==> src/rtl/univ_shift_reg.sv <==
// rtl/univ_shift_reg.sv - universal shift register with rotate, load, clear and WIDTH-shift frame counter
module univ_shift_reg #(
  parameter int WIDTH = 8,
  parameter int CW    = $clog2(WIDTH)
) (
  input  logic             clk,
  input  logic             rst,
  input  logic             en,
  input  logic [2:0]       mode,
  input  logic             si_l,
  input  logic             si_r,
  input  logic [WIDTH-1:0] pin,
  output logic [WIDTH-1:0] pout,
  output logic             so_l,
  output logic             so_r,
  output logic [CW-1:0]    cnt,
  output logic             frame_done
);

  localparam logic [2:0] MODE_SHL  = 3'b001;
  localparam logic [2:0] MODE_SHR  = 3'b010;
  localparam logic [2:0] MODE_ROL  = 3'b011;
  localparam logic [2:0] MODE_ROR  = 3'b100;
  localparam logic [2:0] MODE_LOAD = 3'b101;
  localparam logic [2:0] MODE_CLR  = 3'b110;

  localparam logic [CW-1:0] CNT_LAST = CW'(WIDTH - 1);

  logic [WIDTH-1:0] q_q, q_d;
  logic [CW-1:0]    cnt_q, cnt_d;
  logic             frame_done_q, frame_done_d;
  logic             is_shift;

  always_comb begin
    q_d          = q_q;
    cnt_d        = cnt_q;
    frame_done_d = 1'b0;
    is_shift     = 1'b0;
    if (en) begin
      case (mode)
        MODE_SHL: begin
          q_d      = {q_q[WIDTH-2:0], si_l};
          is_shift = 1'b1;
        end
        MODE_SHR: begin
          q_d      = {si_r, q_q[WIDTH-1:1]};
          is_shift = 1'b1;
        end
        MODE_ROL: begin
          q_d      = {q_q[WIDTH-2:0], q_q[WIDTH-1]};
          is_shift = 1'b1;
        end
        MODE_ROR: begin
          q_d      = {q_q[0], q_q[WIDTH-1:1]};
          is_shift = 1'b1;
        end
        MODE_LOAD: begin
          q_d   = pin;
          cnt_d = '0;
        end
        MODE_CLR: begin
          q_d   = '0;
          cnt_d = '0;
        end
        default: ;
      endcase
      // Any shift direction counts toward the frame; the wrap raises frame_done for one cycle.
      if (is_shift) begin
        if (cnt_q == CNT_LAST) begin
          cnt_d        = '0;
          frame_done_d = 1'b1;
        end else begin
          cnt_d = cnt_q + CW'(1);
        end
      end
    end
  end

  always_ff @(posedge clk) begin
    if (rst) begin
      q_q          <= '0;
      cnt_q        <= '0;
      frame_done_q <= 1'b0;
    end else begin
      q_q          <= q_d;
      cnt_q        <= cnt_d;
      frame_done_q <= frame_done_d;
    end
  end

  assign pout       = q_q;
  assign so_l       = q_q[WIDTH-1];
  assign so_r       = q_q[0];
  assign cnt        = cnt_q;
  assign frame_done = frame_done_q;

endmodule
==> config.mk <==
export PLATFORM = sky130hd
export DESIGN_NAME = univ_shift_reg
export DESIGN_NICKNAME = d
export VERILOG_FILES = /design/src/rtl/univ_shift_reg.sv
export SDC_FILE = /design/constraint.sdc
export NUM_CORES = 1
export LEC_CHECK = 0
export BUFFER_PORTS_ARGS = -buffer_cell sky130_fd_sc_hd__buf_4
export CAP_MARGIN = 20
export CELL_PAD_IN_SITES_DETAIL_PLACEMENT = 1
export CELL_PAD_IN_SITES_GLOBAL_PLACEMENT = 2
export CORE_UTILIZATION = 26
export DETAILED_ROUTE_END_ITERATION = 8
export GPL_TIMING_DRIVEN = 0
export PLACE_DENSITY_LB_ADDON = 0.15
export SETUP_SLACK_MARGIN = 0.4
export SLEW_MARGIN = 40
export SYNTH_ARGS = -nofsm -noshare
export SYNTH_HDL_FRONTEND = slang
export SYNTH_SLANG_ARGS = --single-unit
==> constraint.sdc <==
create_clock -name clk -period 1.15 [get_ports clk]
set_input_delay 0.115 -clock clk [delete_from_list [all_inputs] [get_ports clk]]
set_output_delay 0.115 -clock clk [all_outputs]
set_load 0.02 [all_outputs]
==> impl_metrics.yaml, run 1 <==
status:
  status: "finished, violations left"
  violations: "setup timing"
setup_path:
  crit_path_frequent_cell: "ha_4"
  endpoint: "cnt[0]"
  rr_worst_depth: 5
  regToRegSetupSlack_ps: -20
  crit_arrival_ps: 1390
  r2r-start: "cnt[1]"
  crit_fanout: 3
  start_kind: "flip-flop"
  slowest_stage: "dfxtp_4"
  cp-end-kind: "flip-flop"
  crit_path_start: "cnt[1]"
  path_class: "flip-flop to flip-flop"
  crit_chain: "ha_4 > ha_4 > nor4b_4 > o21ai_1 > a31oi_1"
  cp_data_required_time_ps: 1360
  cp_slowest_stage_delay_ps: 360
  r2r_end: "cnt[0]"
route:
  finalWirelength_mm: 2.86
  firstDrtPassIters: 4
  via_per_inst: 5.36
  route.vias.total: 932
  drcViolationCount: 0
  wl_per_cell_microns: 16.4
  detail-route-antenna-nets: 0
  initialDrtViolationCount: 13
sta:
  finalMaxSlewViolations: 0
  slew_headroom: 0.624
  max_freq_ghz: 0.852
  rsz0062_at_grt: "true"
  timing.final.crit_period_ps: 1170
  skew_ps: 9.03
  final_hold_viol_count: 0
  setup_ws_ps: -24.4
  fin_crit_sh: 1.02
  hold_ws_ps: 11.4
  setup_violations: 1
  tightest_slew_ps: 563
cells_and_area:
  fin_nets: 149
  multiInputGateArea_sq_um: 642
  drive_gt1_frac: 0.646
  final_util: 0.460
  seqCellArea_sq_um: 283
  final_cell_area_sq_um: 1430
  syn2layout_area_growth_pct: 63.9
  n_fill_cell: 370
  n_antenna_cell: 0
run:
  drv_cap: 0
synth:
  ys_seq_elements: 12
  seq_area_frac_synth: 0.276
  synthAdderAreaFrac: 0.0287
  syn_inst: 92
  synth_cell_types: 35
  ys.flop_type: "dfxtp_1"
  yosys.area_share.simple: 0.168
  synth_top_family_by_area: "compound AO/OA/AOI/OAI gates"
  synth_compound_area_frac: 0.422
  synthArstFlopShare: 0
  syn-cell-area_sq_um: 871
  synth_xor_area_frac: 0
  synth_edf_count: 0
  yosysWarnings: 0
  synth.avg_cell_area_sq_um: 9.47
  synth.net_count: 110
  muxShareOfSynthArea: 0.0115
grt:
  busiest_layer: "met2"
  grt_pass1_wl_mm: 4.77
  grt_use_met3: 0.0433
  grt_usage: 0.182
  antenna_found_initial: 0
  met2_usage: 0.329
  grt_pass1_vias: 1009
  grt_use_met1: 0.204
  overflow: 0
  grt_max_degree: 11
cts:
  cts_root_buf: "clkbuf_4"
  clock_latency_ps: 290
  cts_tree: "built"
  numCtsBuffers: 3
  clkTransAtPathRegs_ps: 90
  holdBufCountCts: 0
  cts_sinks: 12
  cts_max_level: 1
  clockBufferDepth: 2
floorplan:
  io-pin-count: 30
  initial_core_util: 0.281
  core-area_sq_um: 3100
  die_w_microns: 59.9
  dieArea_sq_um: 3590
  num_rows: 20
  dieHeight_microns: 59.9
power_and_ir_drop:
  p_leak_nw: 0.536
  p_per_area_nw_per_um2: 894
  max-vdd-ir-drop_v: 0.000569
placed_design:
  hpwl_mm: 2.03
  placed_cell_area_sq_um: 1240
  gp_congestion: 0.716
  io_buffers: 28
min_path:
  hold_path_class: "input pin to flip-flop"
worst max-delay path, delay by kind of cell (launching register included):
| family | cells | cell delay (ps) |
|---|---|---|
| AO/OA/AOI/OAI | 2 | 210 |
| adder cells (fa/ha/maj) | 2 | 330 |
| flip-flops | 1 | 360 |
| AND/OR/NAND/NOR | 1 | 190 |
logic make-up (layout without fill, tap and decap cells):
group,after synthesis,in the layout
adders and majority gates,2,2
and+or+nand+nor,21,21
AOI/OAI and AO/OA,45,45
DFF,12,12
buffers and inverters,11,49
muxes,1,1
worst min path at each step:
stage,from,to,slack [ps],cells after the start
2_1_floorplan,rst,pout[3],180,1
3_3_place_gp,rst,pout[3],310,2
3_5_place_dp,rst,pout[3],320,2
4_1_cts,rst,pout[3],3,2
5_1_grt,rst,pout[3],2,2
6_report,rst,pout[3],10,2
synth_stat cells, types with 2 or more instances:
| master | count | area [sq um] |
|---|---|---|
| buf_4 | 4 | 30.0 |
| nor3b_1 | 2 | 15.0 |
| a311oi_1 | 6 | 52.6 |
| nor2_1 | 2 | 7.51 |
| buf_6 | 3 | 33.8 |
| nor3b_2 | 3 | 37.5 |
| nand2_1 | 2 | 7.51 |
| a21oi_1 | 10 | 50.1 |
| o211ai_1 | 8 | 60.1 |
| a31oi_1 | 2 | 12.5 |
| nand2b_1 | 3 | 18.8 |
| o21ai_0 | 4 | 20.0 |
| ha_1 | 2 | 25.0 |
| dfxtp_1 | 12 | 240 |
| o21ai_1 | 2 | 10.0 |
| and3_1 | 2 | 12.5 |
| o221ai_2 | 6 | 90.1 |
| buf_2 | 2 | 10.0 |
flip-flops by register name (all words and copies together) (netlist names):
signal      flops
cnt             3
pout            8
frame_done      1
placed cells by master, fill, tap and decap left out, types with 2 or more instances in the layout:
cell type,n
buf_6,23
buf_4,18
dfxtp_4,11
o211ai_1,8
a21oi_2,7
o221ai_2,6
a311oi_1,6
nor3b_2,4
o21ai_1,4
nand2b_1,3
a21oi_1,3
clkbuf_4,3
and3_1,2
nor2_1,2
a31oi_1,2
o21ai_0,2
buf_2,2
nand2_1,2
ha_4,2
area by class of cell:
cell class / instances / share of cell area
Clock buffer: 4 / 0.0254
Multi-Input combinational cell: 69 / 0.450
Inverter: 1 / 0.00263
Tap cell: 44 / 0.0386
Buffer: 10 / 0.0622
Sequential cell: 12 / 0.198
Timing Repair Buffer: 34 / 0.223
power by group:
part / switching (mW) / internal [mW]
registers: 0.0408 / 0.435
logic: 0.211 / 0.230
clock network: 0.166 / 0.193
total: 0.418 / 0.858
per-stage QoR:
stage	power, mW	cells	TNS (ps)	setup slack (ps)
3_3_place_gp	0.864	164	-66.9	-66.9
4_1_cts	1.30	174	-46.6	-46.6
3_5_place_dp	0.871	164	-95.1	-95.1
2_1_floorplan	0.721	92	-33.6	-33.6
6_report	1.28	174	-24.4	-24.4
5_1_grt	1.35	174	-83.5	-83.5
metal layers:
metal	wire [microns]	share of wire
met1	1180	0.41
met3	127	0.044
met4	51	0.018
met5	0	0
met2	1500	0.52
timing repair:
action                                  CTS  global route
endpoints found under the hold margin     0             0
buffers inserted                          6             0
pin swaps                                14             2
resized for setup                        29             3
endpoints found under the setup margin   26            26
(Power assumes the default switching activity.)
==> inputs of run 2 (changes only) <==
Settings changed: SETUP_SLACK_MARGIN 0.4 to default, SLEW_MARGIN 40 to 20.
==> run 2 against run 1 <==
  * The flow still finishes with violations (setup timing)
  * Sequential cell count unchanged
  * Clock-buffer cell count unchanged
  * Clock skew down 8.4 ps
  * Critical endpoint unchanged
  * Largest cell class unchanged
  * Largest power group unchanged
==> impl_metrics.yaml, run 2 (synthesized netlist as in run 1, its figures left out) <==
status:
  status: "finished, violations left"
  violations: "setup timing"
route:
  finalWirelength_mm: 2.73
  wl_per_cell_microns: 16.2
  firstDrtPassIters: 4
  drcViolationCount: 0
  via_per_inst: 5.28
  detail-route-antenna-nets: 0
  initialDrtViolationCount: 32
  route.vias.total: 892
sta:
  final_hold_viol_count: 0
  setup_ws_ps: -6.08
  timing.final.crit_period_ps: 1160
  rsz0062_at_grt: "true"
  skew_ps: 0.643
  setup_tns_ps: -6.08
  slew_headroom: 0.626
  hold_ws_ps: 19.2
  fin_crit_sh: 1.01
  setup_violations: 1
  finalMaxSlewViolations: 0
  tightest_slew_ps: 561
  max_freq_ghz: 0.865
cts:
  numCtsBuffers: 3
  cts_max_level: 1
  cts_sinks: 12
  clock_latency_ps: 280
  clockBufferDepth: 2
  cts_tree: "built"
  cts_root_buf: "clkbuf_4"
  clkTransAtPathRegs_ps: 90
setup_path:
  critPathBufInv: 0
  crit_path_frequent_cell: "ha_4"
  crit_arrival_ps: 1360
  crit_path_start: "cnt[0]"
  rr_worst_depth: 5
  slowest_stage: "dfxtp_4"
  cp_slowest_stage_delay_ps: 360
  crit_chain: "ha_4 > ha_4 > nor4b_4 > o21ai_1 > a31oi_1"
  start_kind: "flip-flop"
  r2r_end: "cnt[0]"
  r2r-start: "cnt[0]"
  crit_family: "flip-flops"
  endpoint: "cnt[0]"
  cp-end-kind: "flip-flop"
  crit_fanout: 3
  regToRegSetupSlack_ps: -6
  path_class: "flip-flop to flip-flop"
  cp_data_required_time_ps: 1350
  cp_num_cells: 5
floorplan:
  initial_core_util: 0.281
  core-area_sq_um: 3100
  num_rows: 20
  die_w_microns: 59.9
  dieArea_sq_um: 3590
  io-pin-count: 30
  dieHeight_microns: 59.9
grt:
  grt_max_degree: 11
  antenna_found_initial: 0
  overflow: 0
  grt_pass1_wl_mm: 4.52
  grt_usage: 0.172
  grt_pass1_vias: 878
power_and_ir_drop:
  p_leak_nw: 0.473
  p_per_area_nw_per_um2: 974
  max-vdd-ir-drop_v: 0.000385
placed_design:
  gp_congestion: 0.746
  hpwl_mm: 1.98
  io_buffers: 28
cells_and_area:
  n_antenna_cell: 0
  final_common_cell: "buf_4"
  fin_nets: 144
  syn2layout_area_growth_pct: 41.5
  final_util: 0.397
  n_fill_cell: 398
  drive_gt1_frac: 0.504
  layout_common_cells: "buf_4, a21oi_1, o211ai_1, dfxtp_1"
  largest_reg_flops: 8
run:
  drv_cap: 0
min_path:
  hold_path_class: "input pin to flip-flop"
-- run 2: changes by cell type in the layout (fill, tap and decap cells not counted), sizes merged --
cell,previous run,this run
buf,43,38
-- run 2: through the flow --
| step | power (mW) | instances | instance area [sq um] | worst slack, ps |
|---|---|---|---|---|
| final | 1.20 | 169 | 1230 | -6.08 |
| after detailed placement | 0.844 | 164 | 1170 | -88.1 |
| after floorplan | 0.699 | 92 | 907 | -33.6 |
| after global routing | 1.27 | 169 | 1230 | -99.5 |
| after CTS | 1.21 | 169 | 1220 | -24.5 |
| after global placement | 0.839 | 164 | 1170 | -65.9 |
-- run 2: area by class of cell --
cell class              count  area (sq um)  share of cell area
clock buffers               4          36.3              0.0294
well taps                  44          55.1              0.0447
multi-input cells          69           594               0.482
inverters                   1          3.75             0.00305
repair buffers             29           218               0.177
plain buffers              10          77.6              0.0629
flip-flops and latches     12           248               0.201
-- run 2: worst min-delay path by stage --
stage,slack [ps],to,from,cells after the start
after CTS,10,pout[3],rst,2
after floorplan,190,pout[3],rst,1
after global routing,2,pout[3],rst,2
after global placement,320,pout[3],rst,2
final,20,pout[3],rst,2
after detailed placement,320,pout[3],rst,2
-- run 2: repair_timing --
action,in CTS,in global routing
setup endpoints to repair,2,2
buffers inserted,1,0
hold buffers,0,0
gates resized for setup,1,3
pin swaps,1,0
-- run 2: layer usage --
metal | GRT usage | vias up | part of all wire
li1 | - | 434 | -
met1 | 0.226 | 434 | 0.46
met2 | 0.283 | 22 | 0.49
met3 | 0.0455 | 2 | 0.039
met4 | 0.0365 | 0 | 0.0048
met5 | 0 | - | 0
-- run 2: report_power, final --
group	leakage, nW	total [mW]	internal [mW]	switching [mW]
combinational	0.352	0.366	0.175	0.191
clock	0.0210	0.357	0.193	0.165
sequential	0.100	0.477	0.443	0.0340
==> inputs of run 3 (changes only) <==
Settings changed: PLACE_DENSITY from default to 0.86, PLACE_DENSITY_LB_ADDON 0.15 to default.
==> run 3 against run 2 <==
  * The flow still finishes with violations (setup timing)
  * Clock-buffer cell count did not move
  * Sequential cell count stayed put
  * Maximum frequency down 0.23%
  * Clock skew increased by 4.4 ps
  * First-iteration DRC count fell by 56%
  * Combinational power about the same
  * Global-route usage grew 0.24 points
  * Sequential share of layout area up 0.17 points
  * Register-to-register slack is essentially flat
  * Largest power group unchanged
  * Highest routed layer is now met3
==> impl_metrics.yaml, run 3 (synthesized netlist as in run 1, its figures left out) <==
status:
  status: "finished, violations left"
  violations: "setup timing"
setup_path:
  cp-end-kind: "flip-flop"
  crit_arrival_ps: 1370
  path_class: "flip-flop to flip-flop"
  crit_fanout: 3
  cp_slowest_stage_delay_ps: 360
  crit_chain: "ha_4 > ha_4 > nor3b_1 > o21ai_1 > a31oi_1"
  cp_data_required_time_ps: 1360
  r2r-start: "cnt[0]"
  crit_family: "flip-flops"
  regToRegSetupSlack_ps: -9
  slowest_stage: "dfxtp_4"
  start_kind: "flip-flop"
  r2r_end: "cnt[0]"
  crit_path_frequent_cell: "ha_4"
  rr_worst_depth: 5
  critPathBufInv: 0
cts:
  cts_tree: "built"
  clock_latency_ps: 280
  cts_root_buf: "clkbuf_4"
  holdBufCountCts: 0
  cts_max_level: 1
  clockBufferDepth: 2
  clkTransAtPathRegs_ps: 90
  cts_sinks: 12
  numCtsBuffers: 3
cells_and_area:
  final_common_cell: "buf_4"
  n_fill_cell: 378
  largest_reg_flops: 8
  fin_nets: 144
  n_antenna_cell: 0
  final_util: 0.392
  drive_gt1_frac: 0.480
  layout_common_cells: "buf_4, a21oi_1, dfxtp_1"
  syn2layout_area_growth_pct: 39.7
min_path:
  hold_path_class: "input pin to flip-flop"
  hp-start: "rst"
  hold_depth: 2
  min_to: "pout[3]"
route:
  wl_per_cell_microns: 16.5
  via_per_inst: 5.29
  initialDrtViolationCount: 14
  finalWirelength_mm: 2.79
  detail-route-antenna-nets: 0
  drcViolationCount: 0
  firstDrtPassIters: 4
  route.vias.total: 894
floorplan:
  io-pin-count: 30
  core-area_sq_um: 3100
  dieArea_sq_um: 3590
  dieHeight_microns: 59.9
  num_rows: 20
  initial_core_util: 0.281
  die_w_microns: 59.9
grt:
  overflow: 0
  grt_pass1_wl_mm: 4.65
  grt_pass1_vias: 928
  grt_max_degree: 11
  grt_usage: 0.175
  antenna_found_initial: 0
sta:
  slew_headroom: 0.620
  skew_ps: 5.06
  rsz0062_at_grt: "true"
  final_hold_viol_count: 0
  finalMaxSlewViolations: 0
  tightest_slew_ps: 570
  fin_crit_sh: 1.01
  setup_violations: 1
  max_freq_ghz: 0.863
  setup_ws_ps: -8.75
  timing.final.crit_period_ps: 1160
power_and_ir_drop:
  p_leak_nw: 0.464
  power.total_mw: 1.14
  p_per_area_nw_per_um2: 937
  max-vdd-ir-drop_v: 0.000482
run:
  drv_cap: 0
placed_design:
  hpwl_mm: 2.03
  gp_congestion: 0.750
  io_buffers: 28
==> run 3: cell counts in the layout (fill, tap and decap cells not counted) <==
No cell type changed its count.
==> run 3: worst max-delay path by stage <==
stage | to | depth (start not counted) | startpoint
floorplan | cnt[0] | 5 | cnt[0]
global placement | cnt[0] | 5 | cnt[0]
detailed placement | cnt[0] | 5 | cnt[0]
CTS | cnt[0] | 5 | cnt[0]
global route | cnt[0] | 5 | cnt[0]
finish | cnt[0] | 5 | cnt[0]
==> run 3: layout make-up <==
cell class,instances,area (sq um),area share
tap,44,55.1,0.0453
inverter,1,3.75,0.00309
clock buffer,4,26.3,0.0216
buffer,10,77.6,0.0638
sequential,12,246,0.203
multi-input combinational,69,589,0.485
timing repair buffer,29,218,0.179
==> run 3: where the power goes <==
part / total [mW] / internal, mW / leakage (nW) / switching [mW]
Sequential: 0.478 / 0.442 / 0.100 / 0.0356
Combinational: 0.365 / 0.174 / 0.349 / 0.191
Clock: 0.297 / 0.135 / 0.0150 / 0.162
==> run 3: metrics by stage <==
stage	std cells	setup TNS, ps	hold WS [ps]	cell area (sq um)	setup WS [ps]
after CTS	169	-31.6	16.5	1210	-31.6
after global placement	164	-47.3	309	1170	-47.3
after floorplan	92	-33.6	187	907	-33.6
after global routing	169	-90.1	6.78	1220	-90.1
final	169	-8.75	28.5	1220	-8.75
after detailed placement	164	-88.4	320	1170	-69.9
==> run 3: timing repair <==
item | 4_1_cts | 5_1_grt
resized for setup | 0 | 2
endpoints found under the setup margin | 1 | 2
buffers inserted | 1 | 0
pin swaps | 2 | 1
==> run 3: layer usage <==
metal,up-vias,part of all wire,track usage
met3,0,0.031,0.0390
met1,442,0.44,0.224
met2,18,0.53,0.311
met4,0,0,0.00997
li1,434,-,-
met5,-,0,0
